`config.mk`:
```
export PLATFORM = sky130hd
export DESIGN_NAME = mole_controller_flat
export DESIGN_NICKNAME = d
export VERILOG_FILES = /design/src/rtl/mole_controller_pkg.sv /design/src/rtl/mole_controller_if.sv /design/src/rtl/mole_controller_btn_sync_edge.sv /design/src/rtl/mole_controller.sv /design/src/flat_wrapper.sv
export SDC_FILE = /design/constraint.sdc
export NUM_CORES = 1
export LEC_CHECK = 0
export ABC_AREA = 1
export CAP_MARGIN = 25
export CORE_MARGIN = 2
export CORE_UTILIZATION = 57
export DETAILED_ROUTE_END_ITERATION = 6
export GPL_ROUTABILITY_DRIVEN = 0
export PLACE_DENSITY = 0.83
export SLEW_MARGIN = 15
export SYNTH_ARGS = -nofsm -noshare
export SYNTH_HDL_FRONTEND = slang
export SYNTH_HIERARCHICAL = 1
export SYNTH_SLANG_ARGS = --single-unit
```
`constraint.sdc`:
```
create_clock -name clk -period 2.91 [get_ports clk]
set_input_delay 0.582 -clock clk [delete_from_list [all_inputs] [get_ports clk]]
set_output_delay 0.582 -clock clk [all_outputs]
set_load 0.05 [all_outputs]
```
`src/rtl/mole_controller_pkg.sv`:
```
// Shared types and helpers for the whack-a-mole round sequencer (package whack_pkg).
package whack_pkg;

  typedef enum logic [1:0] {IDLE, WAIT, UP, OVER} state_t;

  localparam int unsigned LFSR_W = 8;
  // Fibonacci taps 8,6,5,4 as a mask over lfsr[7:0]
  localparam logic [LFSR_W-1:0] LFSR_TAPS = 8'hB8;
  localparam int N_MOLES_DEF = 4;

  // Fold a raw 3-bit index into 0..n-1 by repeated subtraction
  function automatic logic [2:0] wrap_idx(input logic [2:0] raw, input int unsigned n);
    logic [2:0] v;
    v = raw;
    for (int unsigned i = 0; i < 8; i++) begin
      if (32'(v) >= n) v = v - 3'(n);
    end
    return v;
  endfunction

  function automatic logic [7:0] onehot(input logic [2:0] idx);
    return 8'b1 << idx;
  endfunction

endpackage

```
`src/rtl/mole_controller_if.sv`:
```
// Game-side signal bundle for mole_controller: round inputs and score/mole outputs.
interface mole_controller_if #(
  parameter int N_MOLES = whack_pkg::N_MOLES_DEF,
  parameter int SCORE_W = 8
);
  logic               start;
  logic               tick;
  logic [N_MOLES-1:0] btn;
  logic [N_MOLES-1:0] mole;
  logic [SCORE_W-1:0] score;
  logic [2:0]         misses;
  logic               game_over;
  logic               hit_pulse;
  logic               miss_pulse;

  modport master (output start, tick, btn,
                  input  mole, score, misses, game_over, hit_pulse, miss_pulse);
  modport slave  (input  start, tick, btn,
                  output mole, score, misses, game_over, hit_pulse, miss_pulse);
endinterface

```
`src/rtl/mole_controller_btn_sync_edge.sv`:
```
// Two-flop synchroniser per bit followed by a registered rising-edge detector.
module btn_sync_edge #(
  parameter int W = 1
) (
  input  logic         clk,
  input  logic         rst_n,
  input  logic [W-1:0] d,
  output logic [W-1:0] rise
);
  logic [W-1:0] s1, s2, s3;

  always_ff @(posedge clk or negedge rst_n) begin
    if (!rst_n) begin
      s1   <= '0;
      s2   <= '0;
      s3   <= '0;
      rise <= '0;
    end else begin
      s1   <= d;
      s2   <= s1;
      s3   <= s2;
      rise <= s2 & ~s3;
    end
  end
endmodule

```
`src/rtl/mole_controller.sv`:
```
// Whack-a-mole round sequencer: lights a pseudo-random mole per tick, judges presses, scores.
// Optional MOLE_NO_REPEAT_EN forbids lighting the same mole twice in a row.
module mole_controller
  import whack_pkg::*;
#(
  parameter int                N_MOLES    = N_MOLES_DEF,
  parameter int                SCORE_W    = 8,
  parameter int                MAX_MISSES = 3,
  parameter logic [LFSR_W-1:0] LFSR_SEED  = 8'hA5
) (
  input  logic           clk,
  input  logic           rst_n,
  mole_controller_if.slave bus
);
  state_t             state, state_n;
  logic [N_MOLES-1:0] mole_q, mole_n, mole_pick, btn_rise;
  logic [SCORE_W-1:0] score_q, score_n;
  logic [2:0]         misses_q, misses_n, misses_inc, idx, pick;
  logic               hit_q, hit_n, miss_q, miss_n, tick_q, tick_rise, hit;
  logic [LFSR_W-1:0]  lfsr;
  logic [7:0]         oh8;
`ifdef MOLE_NO_REPEAT_EN
  logic [2:0]         last_q, last_n;
`endif

  btn_sync_edge #(.W(N_MOLES)) u_btn (
    .clk  (clk),
    .rst_n(rst_n),
    .d    (bus.btn),
    .rise (btn_rise)
  );

  assign tick_rise      = bus.tick & ~tick_q;
  assign hit            = |(btn_rise & mole_q);
  assign misses_inc     = misses_q + 3'd1;
  assign bus.mole       = mole_q;
  assign bus.score      = score_q;
  assign bus.misses     = misses_q;
  assign bus.game_over  = (state == OVER);
  assign bus.hit_pulse  = hit_q;
  assign bus.miss_pulse = miss_q;

  always_comb begin
    idx = wrap_idx(lfsr[2:0], N_MOLES);
    pick = idx;
`ifdef MOLE_NO_REPEAT_EN
    if (idx == last_q) pick = wrap_idx(idx + 3'd1, N_MOLES);
`endif
    oh8 = onehot(pick);
    mole_pick = oh8[N_MOLES-1:0];
  end

  always_comb begin
    state_n  = state;
    mole_n   = mole_q;
    score_n  = score_q;
    misses_n = misses_q;
    hit_n    = 1'b0;
    miss_n   = 1'b0;
`ifdef MOLE_NO_REPEAT_EN
    last_n   = last_q;
`endif
    if (bus.start) begin
      state_n  = WAIT;
      mole_n   = '0;
      score_n  = '0;
      misses_n = '0;
    end else begin
      case (state)
        IDLE: mole_n = '0;
        WAIT: if (tick_rise) begin
          mole_n  = mole_pick;
          state_n = UP;
`ifdef MOLE_NO_REPEAT_EN
          last_n  = pick;
`endif
        end
        // a hit in the same cycle as a tick edge consumes the tick
        UP: if (hit) begin
          score_n = (score_q == '1) ? score_q : score_q + 1'b1;
          hit_n   = 1'b1;
          mole_n  = '0;
          state_n = WAIT;
        end else if (tick_rise) begin
          misses_n = misses_inc;
          miss_n   = 1'b1;
          if (misses_inc == 3'(MAX_MISSES)) begin
            mole_n  = '0;
            state_n = OVER;
          end else begin
            mole_n  = mole_pick;
`ifdef MOLE_NO_REPEAT_EN
            last_n  = pick;
`endif
          end
        end
        OVER: ;
        default: state_n = IDLE;
      endcase
    end
  end

  always_ff @(posedge clk or negedge rst_n) begin
    if (!rst_n) begin
      state    <= IDLE;
      mole_q   <= '0;
      score_q  <= '0;
      misses_q <= '0;
      hit_q    <= 1'b0;
      miss_q   <= 1'b0;
      tick_q   <= 1'b0;
      lfsr     <= LFSR_SEED;
`ifdef MOLE_NO_REPEAT_EN
      last_q   <= '0;
`endif
    end else begin
      state    <= state_n;
      mole_q   <= mole_n;
      score_q  <= score_n;
      misses_q <= misses_n;
      hit_q    <= hit_n;
      miss_q   <= miss_n;
      tick_q   <= bus.tick;
      lfsr     <= {lfsr[LFSR_W-2:0], ^(lfsr & LFSR_TAPS)};
`ifdef MOLE_NO_REPEAT_EN
      last_q   <= last_n;
`endif
    end
  end
endmodule

```
`src/flat_wrapper.sv`:
```
// flat-port wrapper written by rule: the top's interface ports become plain ports
module mole_controller_flat import whack_pkg::*;
#(
  parameter int                N_MOLES    = N_MOLES_DEF,
  parameter int                SCORE_W    = 8,
  parameter int                MAX_MISSES = 3,
  parameter logic [LFSR_W-1:0] LFSR_SEED  = 8'hA5
)
  (clk, rst_n, bus_start, bus_tick, bus_btn, bus_mole, bus_score, bus_misses, bus_game_over, bus_hit_pulse, bus_miss_pulse);
  mole_controller_if #(.N_MOLES(N_MOLES), .SCORE_W(SCORE_W)) bus_i ();
  input  logic clk;
  input  logic rst_n;
  input wire logic [$bits(bus_i.start)-1:0] bus_start;
  input wire logic [$bits(bus_i.tick)-1:0] bus_tick;
  input wire logic [$bits(bus_i.btn)-1:0] bus_btn;
  output wire logic [$bits(bus_i.mole)-1:0] bus_mole;
  output wire logic [$bits(bus_i.score)-1:0] bus_score;
  output wire logic [$bits(bus_i.misses)-1:0] bus_misses;
  output wire logic [$bits(bus_i.game_over)-1:0] bus_game_over;
  output wire logic [$bits(bus_i.hit_pulse)-1:0] bus_hit_pulse;
  output wire logic [$bits(bus_i.miss_pulse)-1:0] bus_miss_pulse;
  assign bus_i.start = bus_start;
  assign bus_i.tick = bus_tick;
  assign bus_i.btn = bus_btn;
  assign bus_mole = bus_i.mole;
  assign bus_score = bus_i.score;
  assign bus_misses = bus_i.misses;
  assign bus_game_over = bus_i.game_over;
  assign bus_hit_pulse = bus_i.hit_pulse;
  assign bus_miss_pulse = bus_i.miss_pulse;
  mole_controller #(.N_MOLES(N_MOLES), .SCORE_W(SCORE_W), .MAX_MISSES(MAX_MISSES), .LFSR_SEED(LFSR_SEED)) u_core (.clk(clk), .rst_n(rst_n), .bus(bus_i));
endmodule
```
Word-level counts from Yosys, hierarchy flattened:

Cells that the tools add are included.

* add/sub/neg operators: 10
* order comparisons: 8
* eq/ne operators: 10
* shifts and indexed selects: 1
* muxes and demuxes: 35
* bitwise gates (word level): 5
* reductions and logical operators: 12

Operators by type and width (count)
* $mux 3: 12
* $mux 8: 4
* $ge 3x3->1 const B: 8
* $sub 3x3->3 const B: 8
* $mux 4: 5
* $pmux 4 s3: 1
* $mux 2: 5
* $reduce_and 3->1: 3
* $add 8x1->8 const B: 1
* $and 4x4->4: 2
* $eq 8x8->1 const B: 1
* $ne 4x2->1 const B: 2
* $reduce_xor 8->1: 1
* $mux 1: 7
* $reduce_bool 2->1: 3
* $eq 2x2->1 const B: 2
* $ne 2x2->1 const B: 2
* $not 4->4: 1
* $pmux 2 s2: 1
* $reduce_and 4->1: 1
* $reduce_bool 4->1: 1
* $reduce_or 4->1: 1
* $shl 1x3->4 const A: 1
* $add 3x1->3 const B: 1
* other kinds (7): 7

* register bits after elaboration: 44
* input bits: 8
* output and inout bits: 18

Longest topological paths before layout:

* depth in word-level cells: 22
* gate-level depth with buffers: 11
* gate-level depth less buffers: 11

Modules after synthesis:

The synthesis kept the hierarchy.

By module, submodules not included
* mole_controller: times used 1, cells an instance 171, area each 1445.1 um^2, sequential area each 705.7 um^2
* btn_sync_edge: times used 1, cells an instance 24, area each 440.4 um^2, sequential area each 400.4 um^2

Worst setup path before layout:

OpenSTA, ideal clock, no wires.

* path kind: register -> register
* from: register u_core.score_q[0] (netlist: u_core/bus.score[0])
* to: register u_core.score_q[2] (netlist: u_core/bus.score[2])
* library setup time: 0.074 ns
* arrival: 1.609 ns
* path slack: 1.227 ns
* cell stages (with the launch flop): 8
* clock period less this slack: 1.683 ns
* path through: dfrtp_1 ha_1 nand3_1 nand3b_1 nand3_2 buf_6 nand2_1 o21ai_2

* cells in the longest elaborated chain, start to end: 5
* elaborated cells between the ends (all ways): 8

RTL lines
* start, declared: RTL line mole_controller.sv:17 `logic [SCORE_W-1:0] score_q, score_n;`
* start signal, assigned: RTL line mole_controller.sv:119 `score_q <= score_n;`
* $add 8x1->8: RTL line mole_controller.sv:80 `score_n = (score_q == '1) ? score_q : score_q + 1'b1;`
* $mux 8: RTL line mole_controller.sv:80
* $mux 8: RTL line mole_controller.sv:79 `UP: if (hit) begin`
* $mux 8: RTL line mole_controller.sv:69 `case (state)`
* $mux 8: RTL line mole_controller.sv:63 `if (bus.start) begin`

Several ways; a longest one is shown, not always the timed one. The select of a mux whose other input is x is not followed.
A chain may end at the register's enable or synchronous reset.

Final worst setup path:

* from: register u_core.state[1]
* to: output bus_game_over

* cells in the longest elaborated chain, start to end: 1

RTL lines
* start, declared: RTL line mole_controller.sv:15 `state_t state, state_n;`
* start signal, assigned: RTL line mole_controller.sv:117 `state <= state_n;`
* $eq 2x2->1: RTL line mole_controller.sv:39 `assign bus.game_over = (state == OVER);`
* end, declared: RTL line flat_wrapper.sv:19 `output wire logic [$bits(bus_i.game_over)-1:0] bus_game_over;`

Every way passes these cells.

==> results_dict.tcl <==
set metrics [dict create \
    hpwl_mm 2.44 \
    swShare 0.384 \
    ir_drop_mv 0.437 \
    crit_type "register to output pin" \
    detail_route.vias_per_cell 5.02 \
    reg2reg_depth 8 \
    postCtsHoldBufs 0 \
    critPathRequiredTime_ns 2.33 \
    io_pins 26 \
    fin_crit_ns 2.31 \
    clock_sinks 44 \
    power.total_w 0.00156 \
    nets 240 \
    cts_tree "built" \
    internal-power_w 0.000958 \
    clk_pin_slew_ns 0.13 \
    die_y_um 61.5 \
    worstPathCellList "ha_1, clkdlybuf4s50_1" \
    synth_top_area_frac 0.531 \
    dieArea_mm2 0.00378 \
    grt_setup_unrepaired "false" \
    synth_cells 195 \
    synth_area_mm2 0.00189 \
    worstPathMaxFanout 4 \
    synth_area_leaders "dfrtp_1 (53%), nand2_1 (11%), dfstp_2 (5.6%)" \
    ys_warn_count 6 \
    antenna_found_initial 0 \
    overflow 0 \
    fin_skew_ns 0.00784 \
    setup_viol 0 \
    mostFrequentLayoutCells "nand2_1 (55), dfrtp_1 (40), clkdlybuf4s50_1 (24), inv_1 (22), nand3_1 (13)" \
    fin_setup_tns_ns 0 \
    critPathSlowestCell "clkdlybuf4s50_1" \
    period_share 0.794 \
    port_buffers 25 \
    max_stage_delay_ns 0.79 \
    drv_cap 0 \
    yosysSeqAreaShare 0.587 \
    status "finished, final reports clean" \
    rrSetupSlack_ns 1.24 \
    dieWidth_um 61.5 \
    drc 0 \
    critPathLaunchType "register" \
    synth_fp_nets 210 \
    holdWs_ns 0.341 \
    hp-class "primary input to asynchronous set/reset pin" \
    finalWirelength_mm 3.42 \
    finalHoldViolCount 0 \
    groute.usage.overall 0.209 \
    switching_power_w 0.000598 \
    grt_pass1_vias 1284 \
    grt_pass1_wl_mm 5.56 \
    p_leak_nw 1.06 \
    numCtsBuffers 5 \
    clkPwrFrac 0.202 \
    num_vias 1356 \
    p_per_area_mw_per_mm2 696 \
    cts_max_level 2 \
    rows 20 \
    timing.rr.start "u_core/state[0]" \
    cts_root_buffer "clkbuf_4" \
    yosys.area.top_type "dfrtp_1" \
    r2r_end "u_core/bus.score[5]" \
    drv_slew 0 \
    start_util 0.608 \
    combPwrFrac 0.337 \
    drt_iter0_drc 80 \
    cts_setup_buffers 0 \
    dp.cells 262 \
    wl_per_cell_um 12.7 \
    cts_resized 0 \
    max_freq_mhz 433 \
    ys_types 24 \
    grt_max_degree 45 \
    antenna_cells 0 \
    critical_path_arrival_ns 1.73 \
    slew_headroom 0.393 \
    drive_gt1_frac 0.128 \
    core_mm2 0.00310 \
    worst_slew_pin_slew_ns 0.910 \
    cp-end-kind "output pin" \
    first_pass_iters 4 \
    final_common_cell "nand2_1" \
    stdcell_count 270 \
    clk_latency_ns 0.35 \
    synth.avg_cell_area_um2 9.67 \
    syn2layout_area_growth_pct 18.6 \
    clockBufferDepth 2 \
    detail-route-antenna-nets 0 \
    synth_seq_cells 44 \
    pwr-share-seq 0.461 \
]
worst max-delay path: cells and delay by family (launching register included):
kind | cells | cell delay (ns)
buffers and inverters | 1 | 0.79
DFF | 1 | 0.42
adders and majority gates | 1 | 0.16
worst max-delay path by stage:
stage,startpoint,to,cells after the start
6_report,u_core/state[1],bus_game_over,2
3_5_place_dp,bus_start,u_core/bus.score[5],7
5_1_grt,u_core/state[1],bus_game_over,2
2_1_floorplan,u_core/bus.score[0],u_core/bus.score[2],7
4_1_cts,u_core/state[0],bus_game_over,2
3_3_place_gp,bus_start,u_core/bus.score[4],7
cell families after synthesis:
family,count (synthesis),synth area share
AO/OA/AOI/OAI,13,0.0405
XOR/XNOR,6,0.0279
adder cells (fa/ha/maj),7,0.0464
buffers and inverters,25,0.0537
flip-flops,44,0.587
AND/OR/NAND/NOR,100,0.245
state kept, by name, summed over array words and instances (netlist names):
| name | cells |
|---|---|
| u_core/bus.score | 8 |
| u_core/lfsr | 8 |
| u_core/bus.mole | 4 |
| u_core/u_btn/rise | 4 |
| u_core/u_btn/s1 | 4 |
| u_core/u_btn/s2 | 4 |
| u_core/u_btn/s3 | 4 |
| u_core/bus.misses | 3 |
| u_core/state | 2 |
| u_core/bus.hit_pulse | 1 |
| u_core/bus.miss_pulse | 1 |
| u_core/tick_q | 1 |
through the flow:
| step | utilization | cell area [um2] | setup slack [ns] |
|---|---|---|---|
| after floorplan | - | 1890 | 1.23 |
| after global placement | 0.700 | 2170 | 0.672 |
| after detailed placement | 0.700 | 2170 | 0.519 |
| after CTS | 0.721 | 2240 | 0.576 |
| after global routing | 0.721 | 2240 | 0.504 |
| final | 0.721 | 2240 | 0.600 |
area by class of cell:
class	count	area [um2]
tap	44	55.1
fill	241	866
inverter	23	86.3
timing repair buffer	25	245
multi-input combinational	126	678
sequential	44	1110
clock buffer	6	51.3
clock inverter	2	15.0
cells in the mapped netlist:
master / number
a21oi_1: 1
and2_4: 1
buf_1: 1
buf_6: 1
dfrtp_1: 40
dfstp_2: 4
ha_1: 7
inv_1: 22
inv_2: 1
nand2_1: 55
nand3_1: 13
nand3_2: 2
nand3b_1: 3
nand4_1: 3
nor2_1: 12
nor2_2: 5
nor2_4: 1
nor3_1: 2
nor3_2: 1
o21ai_0: 9
o21ai_2: 3
or2_2: 2
xnor2_1: 2
xor2_1: 4
power groups by stage:
stage          logic [W]  clock network (W)  registers [W]
6_report        0.000525           0.000314       0.000717
5_1_grt         0.000567           0.000354       0.000726
4_1_cts         0.000526           0.000326       0.000718
3_5_place_dp    0.000520                  0       0.000730
3_3_place_gp    0.000508                  0       0.000725
2_1_floorplan   0.000286                  0       0.000818
layer usage:
| metal | up-vias | track usage | share of wire |
|---|---|---|---|
| met1 | 638 | 0.269 | 0.45 |
| li1 | 668 | - | - |
| met4 | 0 | 0.0973 | 0.017 |
| met5 | - | 0 | 0 |
| met3 | 8 | 0.0714 | 0.045 |
| met2 | 42 | 0.322 | 0.48 |
Power figures use the tool's default switching activity.
